File: src/rtl/reg_scoreboard_if.sv
// Decode/writeback-side bundle for the register hazard scoreboard.
// The master is the pipeline control; the slave is the scoreboard itself.
interface reg_scoreboard_if #(
    parameter int unsigned NUM_REGS = 32,
    parameter int unsigned ADDR_W   = 5,
    parameter int unsigned NUM_RD   = 2
);
    logic                       issue_valid;
    logic [NUM_RD*ADDR_W-1:0]   issue_src_addr;
    logic [NUM_RD-1:0]          issue_src_used;
    logic                       issue_wr_en;
    logic [ADDR_W-1:0]          issue_wr_addr;
    logic                       wb_valid;
    logic [ADDR_W-1:0]          wb_addr;
    logic                       flush;
    logic                       stall;
    logic                       issue_fire;
    logic [NUM_REGS-1:0]        busy_vec;
    logic                       pending_any;
    logic                       err_overflow;
    logic                       err_underflow;

    modport master (
        output issue_valid, issue_src_addr, issue_src_used, issue_wr_en, issue_wr_addr,
        output wb_valid, wb_addr, flush,
        input  stall, issue_fire, busy_vec, pending_any, err_overflow, err_underflow
    );

    modport slave (
        input  issue_valid, issue_src_addr, issue_src_used, issue_wr_en, issue_wr_addr,
        input  wb_valid, wb_addr, flush,
        output stall, issue_fire, busy_vec, pending_any, err_overflow, err_underflow
    );
endinterface

File: src/rtl/reg_scoreboard.sv
// Register hazard scoreboard: a saturating pending-write counter per register,
// combinational stall for decode, writeback bypass and flush.
module reg_scoreboard #(
    parameter int unsigned NUM_REGS  = 32,
    parameter int unsigned ADDR_W    = 5,
    parameter int unsigned NUM_RD    = 2,
    parameter int unsigned CNT_W     = 2,
    parameter bit          ZERO_REG  = 1'b1,
    parameter bit          WB_BYPASS = 1'b1
) (
    input logic              clk,
    input logic              reset,
    reg_scoreboard_if.slave  sb
);
    localparam logic [CNT_W-1:0] CntMax = '1;

    logic [CNT_W-1:0]    cnt_q [NUM_REGS];
    logic [CNT_W-1:0]    cnt_d [NUM_REGS];
    logic [CNT_W-1:0]    eff   [NUM_REGS];
    logic                ovf_q, ovf_d;
    logic                udf_q, udf_d;

    logic [NUM_REGS-1:0] busy;
    logic [NUM_REGS-1:0] wb_hit;
    logic [NUM_REGS-1:0] wr_match;
    logic [NUM_REGS-1:0] dec;
    logic                rd_hazard;
    logic                wr_hazard;
    logic                udf_hit;
    logic                stall;
    logic                fire;

    // Hazard detection; register loops also filter out-of-range addresses.
    always_comb begin
        rd_hazard = 1'b0;
        wr_hazard = 1'b0;
        udf_hit   = 1'b0;
        for (int r = 0; r < int'(NUM_REGS); r++) begin
            busy[r]     = (cnt_q[r] != '0);
            wb_hit[r]   = sb.wb_valid && (sb.wb_addr == ADDR_W'(r));
            eff[r]      = cnt_q[r] - CNT_W'(WB_BYPASS && wb_hit[r] && busy[r]);
            wr_match[r] = sb.issue_wr_en && (sb.issue_wr_addr == ADDR_W'(r))
                          && !(ZERO_REG && (r == 0));
            dec[r]      = wb_hit[r] && busy[r];
            for (int i = 0; i < int'(NUM_RD); i++) begin
                if (sb.issue_src_used[i] && (sb.issue_src_addr[i*ADDR_W +: ADDR_W] == ADDR_W'(r))
                    && (eff[r] != '0) && !(ZERO_REG && (r == 0))) begin
                    rd_hazard = 1'b1;
                end
            end
            if (wr_match[r] && (cnt_q[r] == CntMax)) begin
                wr_hazard = 1'b1;
            end
            if (wb_hit[r] && !busy[r]) begin
                udf_hit = 1'b1;
            end
        end
        stall = sb.issue_valid && !sb.flush && (rd_hazard || wr_hazard);
        fire  = sb.issue_valid && !stall && !sb.flush;
    end

    // Counter update: flush wins; inc and dec on the same register cancel.
    always_comb begin
        cnt_d = cnt_q;
        ovf_d = ovf_q;
        udf_d = udf_q;
        if (sb.flush) begin
            for (int r = 0; r < int'(NUM_REGS); r++) begin
                cnt_d[r] = '0;
            end
        end else begin
            if (udf_hit) begin
                udf_d = 1'b1;
            end
            for (int r = 0; r < int'(NUM_REGS); r++) begin
                if (fire && wr_match[r] && !dec[r]) begin
                    if (cnt_q[r] == CntMax) begin
                        ovf_d = 1'b1;
                    end else begin
                        cnt_d[r] = cnt_q[r] + 1'b1;
                    end
                end else if (dec[r] && !(fire && wr_match[r])) begin
                    cnt_d[r] = cnt_q[r] - 1'b1;
                end
            end
        end
    end

    always_ff @(posedge clk or posedge reset) begin
        if (reset) begin
            for (int r = 0; r < int'(NUM_REGS); r++) begin
                cnt_q[r] <= '0;
            end
            ovf_q <= 1'b0;
            udf_q <= 1'b0;
        end else begin
            cnt_q <= cnt_d;
            ovf_q <= ovf_d;
            udf_q <= udf_d;
        end
    end

    assign sb.stall         = stall;
    assign sb.issue_fire    = fire;
    assign sb.busy_vec      = busy;
    assign sb.pending_any   = |busy;
    assign sb.err_overflow  = ovf_q;
    assign sb.err_underflow = udf_q;

endmodule
File: src/flat_wrapper.sv
// flat-port wrapper written by rule: the top's interface ports become plain ports
module reg_scoreboard_flat 
#(
    parameter int unsigned NUM_REGS  = 32,
    parameter int unsigned ADDR_W    = 5,
    parameter int unsigned NUM_RD    = 2,
    parameter int unsigned CNT_W     = 2,
    parameter bit          ZERO_REG  = 1'b1,
    parameter bit          WB_BYPASS = 1'b1
)
  (clk, reset, sb_issue_valid, sb_issue_src_addr, sb_issue_src_used, sb_issue_wr_en, sb_issue_wr_addr, sb_wb_valid, sb_wb_addr, sb_flush, sb_stall, sb_issue_fire, sb_busy_vec, sb_pending_any, sb_err_overflow, sb_err_underflow);
  reg_scoreboard_if #(.NUM_REGS(NUM_REGS), .ADDR_W(ADDR_W), .NUM_RD(NUM_RD)) sb_i ();
  input logic clk;
  input logic reset;
  input wire logic [$bits(sb_i.issue_valid)-1:0] sb_issue_valid;
  input wire logic [$bits(sb_i.issue_src_addr)-1:0] sb_issue_src_addr;
  input wire logic [$bits(sb_i.issue_src_used)-1:0] sb_issue_src_used;
  input wire logic [$bits(sb_i.issue_wr_en)-1:0] sb_issue_wr_en;
  input wire logic [$bits(sb_i.issue_wr_addr)-1:0] sb_issue_wr_addr;
  input wire logic [$bits(sb_i.wb_valid)-1:0] sb_wb_valid;
  input wire logic [$bits(sb_i.wb_addr)-1:0] sb_wb_addr;
  input wire logic [$bits(sb_i.flush)-1:0] sb_flush;
  output wire logic [$bits(sb_i.stall)-1:0] sb_stall;
  output wire logic [$bits(sb_i.issue_fire)-1:0] sb_issue_fire;
  output wire logic [$bits(sb_i.busy_vec)-1:0] sb_busy_vec;
  output wire logic [$bits(sb_i.pending_any)-1:0] sb_pending_any;
  output wire logic [$bits(sb_i.err_overflow)-1:0] sb_err_overflow;
  output wire logic [$bits(sb_i.err_underflow)-1:0] sb_err_underflow;
  assign sb_i.issue_valid = sb_issue_valid;
  assign sb_i.issue_src_addr = sb_issue_src_addr;
  assign sb_i.issue_src_used = sb_issue_src_used;
  assign sb_i.issue_wr_en = sb_issue_wr_en;
  assign sb_i.issue_wr_addr = sb_issue_wr_addr;
  assign sb_i.wb_valid = sb_wb_valid;
  assign sb_i.wb_addr = sb_wb_addr;
  assign sb_i.flush = sb_flush;
  assign sb_stall = sb_i.stall;
  assign sb_issue_fire = sb_i.issue_fire;
  assign sb_busy_vec = sb_i.busy_vec;
  assign sb_pending_any = sb_i.pending_any;
  assign sb_err_overflow = sb_i.err_overflow;
  assign sb_err_underflow = sb_i.err_underflow;
  reg_scoreboard #(.NUM_REGS(NUM_REGS), .ADDR_W(ADDR_W), .NUM_RD(NUM_RD), .CNT_W(CNT_W), .ZERO_REG(ZERO_REG), .WB_BYPASS(WB_BYPASS)) u_core (.clk(clk), .reset(reset), .sb(sb_i));
endmodule
File: config.mk
export PLATFORM = sky130hd
export DESIGN_NAME = reg_scoreboard_flat
export DESIGN_NICKNAME = d
export VERILOG_FILES = /design/src/rtl/reg_scoreboard_if.sv /design/src/rtl/reg_scoreboard.sv /design/src/flat_wrapper.sv
export SDC_FILE = /design/constraint.sdc
export NUM_CORES = 1
export LEC_CHECK = 0
export CAP_MARGIN = 15
export CORE_AREA = 2 2 132 134
export CTS_CLUSTER_DIAMETER = 50
export DETAILED_ROUTE_END_ITERATION = 6
export DIE_AREA = 0 0 134 136
export SYNTH_ARGS = -nofsm -noshare
export SYNTH_HDL_FRONTEND = slang
export SYNTH_SLANG_ARGS = --single-unit
File: constraint.sdc
create_clock -name clk -period 4.5 [get_ports clk]
set_clock_uncertainty 0.05 [all_clocks]
set_input_delay 0.9 -clock clk [delete_from_list [all_inputs] [get_ports clk]]
set_output_delay 0.9 -clock clk [all_outputs]
set_load 0.01 [all_outputs]
==> report_table.html, run 1 <==
<table>
<tr><th>Metric</th><th>Value</th></tr>
<tr><th colspan="2">Floorplan</th></tr>
<tr><td>Die outline height</td><td>136 microns</td></tr>
<tr><td>Starting Density</td><td>between 30% and 40%</td></tr>
<tr><td>Die boundary width</td><td>134 microns</td></tr>
<tr><td>Core area</td><td>16900 sq um</td></tr>
<tr><td>Boundary pin count</td><td>65</td></tr>
<tr><td>Full die area</td><td>18200 sq um</td></tr>
<tr><td>Number of standard-cell rows in the floorplan</td><td>48</td></tr>
<tr><th colspan="2">Placed design</th></tr>
<tr><td>Gp weighted congestion</td><td>between 0.9 and 1</td></tr>
<tr><td>Placed wire-length estimate after detailed placement</td><td>18200 microns</td></tr>
<tr><td>Quantity of I/O buffers inserted on ports</td><td>64</td></tr>
<tr><th colspan="2">Global routing</th></tr>
<tr><td>Most Crowded Layer GR</td><td>met2</td></tr>
<tr><td>Overflow left after global routing</td><td>0</td></tr>
<tr><td>Met2 usage</td><td>40.4%</td></tr>
<tr><td>Largest net degree at the start of global routing</td><td>61</td></tr>
<tr><td>Met1 Track Usage GR</td><td>roughly a third</td></tr>
<tr><td>Global Route Usage Sum</td><td>25.8%</td></tr>
<tr><td>Global routing usage on met3</td><td>7.98%</td></tr>
<tr><td>Initial antenna violation count</td><td>0</td></tr>
<tr><td>Vias in the first global route</td><td>6251</td></tr>
<tr><td>First-pass GRT wire length</td><td>35400 microns</td></tr>
<tr><th colspan="2">Route</th></tr>
<tr><td>Per-cell via count in the routed design</td><td>5.91</td></tr>
<tr><td>Drt initial violations</td><td>between 600 and 700</td></tr>
<tr><td>Vias</td><td>between 6000 and 7000</td></tr>
<tr><td>First-pass iteration count of the detailed router</td><td>6</td></tr>
<tr><td>Total Wirelength</td><td>23500 microns</td></tr>
<tr><td>Remaining routing DRC violations</td><td>0</td></tr>
<tr><td>Per-cell routed wire length</td><td>20.8 microns</td></tr>
<tr><td>Post-detailed-route count of antenna-violating nets</td><td>0</td></tr>
<tr><th colspan="2">Timing</th></tr>
<tr><td>Post-route fraction of the period consumed by the critical path</td><td>between 90% and 100%</td></tr>
<tr><td>Fmax</td><td>226 MHz</td></tr>
<tr><td>Final Hold Vio Count</td><td>0</td></tr>
<tr><td>Slew at the pin closest to its max-slew limit</td><td>around 0.97 ns</td></tr>
<tr><td>Shortest clock period the worst path allows after layout</td><td>4.42 ns</td></tr>
<tr><td>Unrepaired setup endpoints after global routing</td><td>no</td></tr>
<tr><td>Relative slew slack</td><td>35.1%</td></tr>
<tr><td>Setup violators final</td><td>0</td></tr>
<tr><td>Final-report max-slew violation count</td><td>0</td></tr>
<tr><td>Worst Hold Slack</td><td>0.330 ns</td></tr>
<tr><th colspan="2">Logic synthesis</th></tr>
<tr><td>Synthesis-stage register bit count</td><td>66</td></tr>
<tr><td>Sequential element share of the synthesized area</td><td>between 20% and 30%</td></tr>
<tr><td>Synth Flop Type</td><td>dfrtp_1</td></tr>
<tr><td>Avg Synthesized Cell Area</td><td>7.84 sq um</td></tr>
<tr><td>Number of enable flip-flop cells after synthesis</td><td>0</td></tr>
<tr><td>Library cells used by synthesis</td><td>64</td></tr>
<tr><td>Synth Instances</td><td>735</td></tr>
<tr><td>Share of synthesized flip-flops with an asynchronous set or reset</td><td>100%</td></tr>
<tr><td>Synthesized cell area</td><td>5760 sq um</td></tr>
<tr><td>Synthesis warning total</td><td>0</td></tr>
<tr><td>Number of nets produced by synthesis</td><td>roughly 760</td></tr>
<tr><th colspan="2">Final layout</th></tr>
<tr><td>Commonest cells after routing, fill and taps aside</td><td>buf_4 (130), nand2_1 (78), nor2_1 (66), dfrtp_1 (66), clkdlybuf4s50_1 (51)</td></tr>
<tr><td>Number of diodes</td><td>0</td></tr>
<tr><td>Layout net count</td><td>928</td></tr>
<tr><td>Layout cell share with drive strength beyond 1</td><td>25.8%</td></tr>
<tr><td>Area growth from synthesis to layout</td><td>35.0%</td></tr>
<tr><td>Commonest non-fill, non-tap cell in the layout</td><td>buf_4</td></tr>
<tr><th colspan="2">CTS</th></tr>
<tr><td>Clk Latency, worst-skew pair</td><td>0.36 ns</td></tr>
<tr><td>CTS tree</td><td>built</td></tr>
<tr><td># clock sinks</td><td>66</td></tr>
<tr><td>Clock-pin transition on the worst setup and hold timing paths</td><td>0.06 ns</td></tr>
<tr><td>CTS HTree Levels</td><td>3</td></tr>
<tr><td>Maximum clock path buffer count</td><td>2</td></tr>
<tr><td>Number of buffers created by CTS</td><td>9</td></tr>
<tr><td>Root buffer cell</td><td>clkbuf_16</td></tr>
<tr><td>Count of hold-fix buffers inserted at cts</td><td>0</td></tr>
<tr><th colspan="2">Critical path</th></tr>
<tr><td>Critical path arrival</td><td>3.47 ns</td></tr>
<tr><td>Largest fanout of any net on the critical path</td><td>5</td></tr>
<tr><td>Required time of the worst setup path</td><td>about 3.6 ns</td></tr>
<tr><td>CP Launch Type</td><td>input pin</td></tr>
<tr><td>Most numerous cell on the critical path</td><td>nand4_1</td></tr>
<tr><td>Cell-by-cell trace of the critical path</td><td>clkdlybuf4s50_1, buf_4, nand4b_1, o22ai_1, o21ai_0, nand4_1, or4b_4, nor2_1, nand4_1, nor2b_1, dlygate4sd2_1</td></tr>
<tr><td>Standard cell with the maximum stage delay on the critical path</td><td>or4b_4</td></tr>
<tr><td>Critical path's largest stage delay</td><td>0.53 ns</td></tr>
<tr><td>Critical Setup Path Class</td><td>input pin to primary output</td></tr>
<tr><td>Capturing element type of the critical path</td><td>primary output</td></tr>
<tr><th colspan="2">Job</th></tr>
<tr><td>Number of max-capacitance violations reported</td><td>0</td></tr>
<tr><th colspan="2">Min path</th></tr>
<tr><td>Hold Path Class</td><td>register to register</td></tr>
<tr><th colspan="2">Power and ir drop</th></tr>
<tr><td>Leak pwr</td><td>3.53 nW</td></tr>
<tr><td>Worst ir drop on vdd</td><td>175 uV</td></tr>
<tr><td>Final total power</td><td>1.56 mW</td></tr>
<tr><td>Power density over cell area</td><td>200 nW/um^2</td></tr>
<tr><th colspan="2">Run status</th></tr>
<tr><td>Outcome</td><td>completed</td></tr>
</table>
[metal layers]
layer  routed length (microns)  part of all wire [%]
met2                     10400                    44
met1                      9770                    42
met5                         0                     0
met4                       838                   3.6
met3                      2430                    10
[final timing paths]
kind / startpoint / end / slack [ns] / cells past startpoint
min in group asynchronous: reset / u_core.cnt_q[44] / 0.91 / 2
worst max register to register: u_core.cnt_q[47] / u_core.cnt_q[58] / 1.36 / 11
worst min-delay path: u_core.sb.err_overflow / u_core.sb.err_overflow / 0.33 / 0
worst max-delay path: sb_issue_src_addr[3] / sb_stall / 0.08 / 11
max in group asynchronous: reset / u_core.cnt_q[60] / 2.76 / 3
worst min register to register: u_core.sb.err_overflow / u_core.sb.err_overflow / 0.33 / 0
[flip-flops by register name, indices dropped and copies added (netlist names)]
name                     count
u_core.cnt_q                64
u_core.sb.err_overflow       1
u_core.sb.err_underflow      1
[where the power goes]
part	internal (mW)	total, mW	switching (mW)
sequential	0.595	0.596	0.00151
combinational	0.100	0.240	0.140
clock	0.439	0.720	0.280
[cells by family (layout without fill, tap and decap cells)]
family          after synthesis  count (layout)  share of synthesized area, %
flops                        66              66                          28.7
xor+xnor                      1               1                         0.152
buf+inv                      70             238                          5.88
simple gates                352             352                          36.8
compound gates              245             245                          28.3
fa+ha+maj                     1               1                         0.217
[cell type report]
class,instances,area (sq um)
Fill cell,1667,9090
Inverter,27,101
Clock inverter,3,40.0
Tap cell,225,282
Clock buffer,12,246
Multi-Input combinational cell,599,3810
Sequential cell,66,1650
Timing Repair Buffer,196,1650
[per-stage QoR]
step / TNS [ns] / std cells / setup slack (ns) / area, sq um / util [%]
floorplan: 0 / 735 / 0.796 / 5760 / -
global placement: -0.556 / 1107 / -0.287 / 7420 / 44.0
detailed placement: -0.583 / 1107 / -0.304 / 7420 / 44.0
CTS: 0 / 1127 / 0.0644 / 7750 / 45.9
global route: 0 / 1128 / 0.00215 / 7780 / 46.1
finish: 0 / 1128 / 0.0848 / 7780 / 46.1
[cell usage after synthesis (8+ instances only)]
| library cell | instances | area (sq um) |
|---|---|---|
| buf_2 | 13 | 65.1 |
| a21o_1 | 14 | 105 |
| or2_2 | 30 | 188 |
| nor3b_2 | 12 | 150 |
| nor2_1 | 67 | 251 |
| o211ai_2 | 8 | 100 |
| nor3b_1 | 10 | 75.1 |
| nand2b_1 | 9 | 56.3 |
| dfrtp_1 | 66 | 1650 |
| a22oi_1 | 9 | 67.6 |
| inv_1 | 27 | 101 |
| a31oi_1 | 13 | 81.3 |
| a21oi_1 | 46 | 230 |
| and2_1 | 10 | 62.6 |
| o22ai_1 | 41 | 257 |
| clkbuf_1 | 18 | 67.6 |
| nand4b_1 | 10 | 87.6 |
| nand4_1 | 18 | 113 |
| o21ai_0 | 47 | 235 |
| nand2_1 | 79 | 297 |
| nand3_1 | 32 | 160 |
| nor3_1 | 12 | 60.1 |
[timing repair]
item | CTS | global route
endpoints found under the hold margin | 0 | 0
endpoints found under the setup margin | 2 | 2
setup buffers | 5 | 1
pin swaps | 3 | 5
resized for setup | 15 | 13
[worst max-delay path: cells and delay by family]
kind	cells	cell delay [ns]
simple gates	6	1.31
buf+inv	3	0.91
compound gates	2	0.33
(Power assumes the default switching activity.)
==> run 2, diff against run 1 <==
Settings changed: PLACE_DENSITY from default to 0.6.
==> results of run 2 <==
Final layout, timing and power as in run 1 (identical DEF).
